### src/rtl/align_norm.sv
// Divisor normaliser for the iterative divider: shifts |b| left by the largest k
// with (|b|<<k) <= |a| and no bit lost, behind a start/ready/done handshake.
module align_norm #(
  parameter int WIDTH = 32,
  parameter int SHW   = $clog2(WIDTH)
) (
  input  logic             clk,
  input  logic             alrst_n,
  input  logic             start,
  input  logic             sgn,
  input  logic             abort,
  input  logic [WIDTH-1:0] ala,
  input  logic [WIDTH-1:0] alb,
  output logic             ready,
  output logic             busy,
  output logic             done,
  output logic             div0,
  output logic [SHW-1:0]   shamt,
  output logic [WIDTH-1:0] shiftb,
  output logic [WIDTH-1:0] amag,
  output logic             qsign,
  output logic             asign
);

  localparam logic [1:0] S_IDLE = 2'd0;
  localparam logic [1:0] S_LOAD = 2'd1;
  localparam logic [1:0] S_SCAN = 2'd2;
  localparam logic [1:0] S_DONE = 2'd3;

  logic [1:0] state;

  logic signed [WIDTH-1:0] a_p0;
  logic signed [WIDTH-1:0] b_p0;
  logic                    sgn_p0;

  logic [WIDTH-1:0] amag_p1;
  logic [WIDTH-1:0] bcur_p1;
  logic [SHW-1:0]   k_p1;
  logic             qs_p1;
  logic             as_p1;

  logic [WIDTH-1:0] amag_ld;
  logic [WIDTH-1:0] bmag_ld;
  logic             qs_ld;
  logic             as_ld;
  logic [WIDTH:0]   cand;
  logic             fit;

  // The most negative operand negates onto itself, which read unsigned is 2^(WIDTH-1).
  function automatic logic [WIDTH-1:0] mag_of(input logic signed [WIDTH-1:0] v,
                                               input logic s);
    if (s && v[WIDTH-1]) mag_of = $unsigned(-v);
    else                 mag_of = $unsigned(v);
  endfunction

  always_comb begin
    amag_ld = mag_of(a_p0, sgn_p0);
    bmag_ld = mag_of(b_p0, sgn_p0);
    qs_ld   = sgn_p0 & (a_p0[WIDTH-1] ^ b_p0[WIDTH-1]);
    as_ld   = sgn_p0 & a_p0[WIDTH-1];
    cand    = {bcur_p1, 1'b0};
    // The carry-out bit stops the scan before any divisor bit leaves the top.
    fit     = !cand[WIDTH] && (cand[WIDTH-1:0] <= amag_p1);
  end

  assign ready = (state == S_IDLE) || (state == S_DONE);
  assign busy  = (state == S_LOAD) || (state == S_SCAN);
  assign done  = (state == S_DONE);

  always_ff @(posedge clk or negedge alrst_n) begin
    if (!alrst_n) begin
      state   <= S_IDLE;
      a_p0    <= '0;
      b_p0    <= '0;
      sgn_p0  <= 1'b0;
      amag_p1 <= '0;
      bcur_p1 <= '0;
      k_p1    <= '0;
      qs_p1   <= 1'b0;
      as_p1   <= 1'b0;
      div0    <= 1'b0;
      shamt   <= '0;
      shiftb  <= '0;
      amag    <= '0;
      qsign   <= 1'b0;
      asign   <= 1'b0;
    end else if (abort) begin
      state <= S_IDLE;
    end else begin
      case (state)
        S_IDLE, S_DONE: begin
          // capture stage (p0)
          if (start) begin
            a_p0   <= ala;
            b_p0   <= alb;
            sgn_p0 <= sgn;
            state  <= S_LOAD;
          end else begin
            state <= S_IDLE;
          end
        end
        S_LOAD: begin
          // magnitude stage (p1)
          amag_p1 <= amag_ld;
          qs_p1   <= qs_ld;
          as_p1   <= as_ld;
          if (bmag_ld == '0) begin
            div0   <= 1'b1;
            shamt  <= '0;
            shiftb <= '0;
            amag   <= amag_ld;
            qsign  <= 1'b0;
            asign  <= as_ld;
            state  <= S_DONE;
          end else begin
            bcur_p1 <= bmag_ld;
            k_p1    <= '0;
            state   <= S_SCAN;
          end
        end
        S_SCAN: begin
          // scan stage: one trial shift per cycle
          if (fit) begin
            bcur_p1 <= cand[WIDTH-1:0];
            k_p1    <= k_p1 + SHW'(1);
          end else begin
            div0   <= 1'b0;
            shamt  <= k_p1;
            shiftb <= bcur_p1;
            amag   <= amag_p1;
            qsign  <= qs_p1;
            asign  <= as_p1;
            state  <= S_DONE;
          end
        end
        default: state <= S_IDLE;
      endcase
    end
  end

endmodule

### config.mk
export PLATFORM = sky130hd
export DESIGN_NAME = align_norm
export DESIGN_NICKNAME = d
export VERILOG_FILES = /design/src/rtl/align_norm.sv
export SDC_FILE = /design/constraint.sdc
export NUM_CORES = 1
export LEC_CHECK = 0
export ABC_AREA = 0
export BUFFER_PORTS_ARGS = -buffer_cell sky130_fd_sc_hd__buf_2
export CORE_MARGIN = 4
export CORE_UTILIZATION = 53
export DETAILED_ROUTE_END_ITERATION = 8
export GPL_ROUTABILITY_DRIVEN = 0
export PLACE_DENSITY_LB_ADDON = 0.08
export SYNTH_ARGS = -nofsm -noshare
export SYNTH_HDL_FRONTEND = slang
export SYNTH_SLANG_ARGS = --single-unit
### constraint.sdc
create_clock -name clk -period 2.9 [get_ports clk]
set_input_delay 0.58 -clock clk [delete_from_list [all_inputs] [get_ports clk]]
set_output_delay 0.58 -clock clk [all_outputs]
set_load 0.05 [all_outputs]
==> results.toml <==
[status]
status = "complete, but fails checks"
violations = "negative setup slack"

[power_and_ir_drop]
peakVddDrop_uv = 798.5
leakage_nw = 6.964
pwr_density_cell_nw_per_um2 = 1336
total_power_mw = 20.17

[global_routing]
first_global_vias = 9337
grt_pass1_wl_mm = 49.52
grt_use_total_pct = 25.41
antenna_found_initial = 0
grt_max_degree = 111
grt_remaining_overflow = 0

[synth]
synth_cell_type_count = 75
synthXorXnorAreaFrac_pct = 4.571
synth-seq-cells = 210
syn_nets = 1209
syn-cell-area_um2 = 11470
syn_inst = 1102
ys_dominant_reg_cell = "dfrtp_1"
synth_top_family_by_area = "compound AO/OA/AOI/OAI gates"
synth_edf_count = 0
synthAdderAreaFrac_pct = 4.146
synth_compound_area_share_pct = 14.07
yosysWarnings = 0
yosys.area_share.simple_pct = 12.84
syn_area_per_cell_um2 = 10.41
synth_mux_area_share_pct = 13.63
yosysSeqAreaShare_pct = 45.82
synthArstFlopShare_pct = 100.0

[clocking]
cts.sinks = 210
cts_root_buf = "clkbuf_16"
ctsHoldBuffers = 0
numCtsBuffers = 24
clk_latency_ns = 0.52
cts_buffer_depth = 3
htree_levels = 1
cts_tree = "done"
clkTransAtPathRegs_ns = 0.06

[routing]
drt_iter0_drc = 574
dr_total_vias = 9414
drt-total-wl_mm = 31.34
viasPerCell = 5.614
detail_route.drc_violations = 0
firstDrtPassIters = 5
wl_per_cell_um = 18.69
final_antenna_net_count = 0

[placed_design]
dpl.hpwl_mm = 22.26
io_buffers = 143

[timing]
setup_violations = 109
clock_skew_ns = 0.01390
worst_slew_pin_slew_ns = 0.7609
fmax_mhz = 314.6
finalWorstSetupSlack_ns = -0.2788
min_period_ns = 3.179
setup_tns_ns = -22.57
min_period_over_period_pct = 109.6
slew_headroom_pct = 49.27
holdWs_ns = 0.04370
rsz0062_at_grt = "yes"
maxSlewViolCount = 0
hold_viol_final = 0

[setup_path]
path_max_fanout = 6
path_cells = "nor4b_4 > nand4_1 > buf_4 > o31ai_4 > xor2_2 > nand2_2 > nor4_4 > nand3_2 > buf_6 > buf_6 > a211oi_4 > buf_6 > buf_8 > a221o_1"
ff2ff_setup_slack_ns = -0.28
r2r_end = "shiftb[15]"
endpoint_kind = "register"
critPathMostFrequentCell = "buf_6"
r2r_start = "b_p0[2]"
crit_slowest_cell = "dfrtp_1"
path_class = "reg2reg"
worst_ep_arrival_time_ns = 3.63
reg2reg_depth = 14
max_stage_delay_ns = 0.49
critPathRequiredTime_ns = 3.35
startpoint_type = "register"

[cells_and_area]
layout-drive-gt1-share_pct = 39.37
diodes = 0
nets = 1493
syn2layout_area_growth_pct = 31.58
final_common_cell = "dfrtp_1"
final_cell_mix = "dfrtp_1 (210), buf_4 (150), nand2_1 (144)"

[die]
die_height_um = 155.1
start_util_pct = 54.21
rows = 53
design.die.area_um2 = 24060
ioPinCount = 144
dieWidth_um = 155.1
core-area_um2 = 21150

[worst_hold_path]
hold_class = "in2async"

[run]
cap_violations = 0
## per-stage QoR
| stage | util (%) | cell area [um^2] | std cells | setup slack [ns] |
|---|---|---|---|---|
| 4_1_cts | 69.86 | 14780 | 1673 | -0.2124 |
| 5_1_grt | 71.34 | 15090 | 1677 | -0.4267 |
| 3_5_place_dp | 63.60 | 13450 | 1606 | -0.2918 |
| 2_1_floorplan | - | 11490 | 1102 | -0.03131 |
| 6_report | 71.34 | 15090 | 1677 | -0.2788 |
| 3_3_place_gp | 63.60 | 13450 | 1606 | -0.2252 |
## state kept, by name, indices dropped and copies added (netlist names), 2 cells and up
register,count
b_p0,32
shiftb,32
state,2
amag,32
k_p1,5
a_p0,32
bcur_p1,32
shamt,5
amag_p1,32
## synth_stat cells, types with 7 or more instances
cell      number  share of area, %
nor3_1         9              0.39
and3_1        16              0.87
mux2_2       114                11
clkbuf_1      39               1.3
a21oi_1       25               1.1
nand3_1       16              0.70
xnor2_1       26               2.0
mux2i_1       11              0.96
nor2_1        36               1.2
buf_2          9              0.39
dfrtp_1      210                46
a221o_1       12               1.0
nand2_1      147               4.8
o21ai_0      121               5.3
buf_6         10              0.98
nand4_1       14              0.76
a22o_1        22               1.7
buf_4          7              0.46
nor4_1        11              0.60
xor2_1        32               2.4
inv_1         52               1.7
mux2_1        15               1.5
ha_1          38               4.1
## cell families (layout without fill, tap and decap cells)
| kind of cell | count (synthesis) | count (layout) |
|---|---|---|
| AND/OR/NAND/NOR | 292 | 292 |
| multiplexers | 140 | 140 |
| buffers and inverters | 120 | 420 |
| XOR/XNOR | 59 | 59 |
| AO/OA/AOI/OAI | 243 | 243 |
| flip-flops | 210 | 210 |
| adder cells (fa/ha/maj) | 38 | 38 |
## how the worst max path moves through the flow
stage / startpoint / end / cells after the start
6_report: b_p0[2] / shiftb[15] / 14
4_1_cts: b_p0[0] / shiftb[15] / 16
3_3_place_gp: b_p0[1] / shiftb[17] / 13
3_5_place_dp: b_p0[1] / shiftb[9] / 13
2_1_floorplan: b_p0[1] / amag[18] / 13
5_1_grt: b_p0[2] / shiftb[15] / 14
## critical path, delay by kind of cell, from the launching register on
family	cells	cell delay [ns]
flip-flops	1	0.49
AO/OA/AOI/OAI	3	0.61
XOR/XNOR	1	0.20
AND/OR/NAND/NOR	5	1.04
buffers and inverters	5	0.76
## timing repair
action	in CTS	in global routing
gates cloned	5	3
pin swaps	28	16
resized for setup	74	58
setup buffers	21	3
setup endpoints to repair	108	110
## where the power goes
| group | internal (mW) | leakage [nW] | switching (mW) |
|---|---|---|---|
| sequential | 4.34 | 2.56 | 1.33 |
| combinational | 5.00 | 4.00 | 6.36 |
| clock | 1.92 | 0.403 | 1.21 |
## per-layer routing
metal	track usage, %	up-vias	share of wire (%)
met5	0	-	0
met4	7.443	0	2.8
met3	3.839	51	5.5
met2	39.99	256	46
met1	36.70	4597	45
li1	-	4510	-
## layout make-up
cell class              instances  area (um^2)
fillers                      1567         6063
repair buffers                325         2340
clock buffers                  34        688.2
clock inverters                 8        130.1
flip-flops and latches        210         5255
inverters                      53        198.9
well taps                     275        344.1
multi-input cells             772         6135
Power figures use the tool's default switching activity.
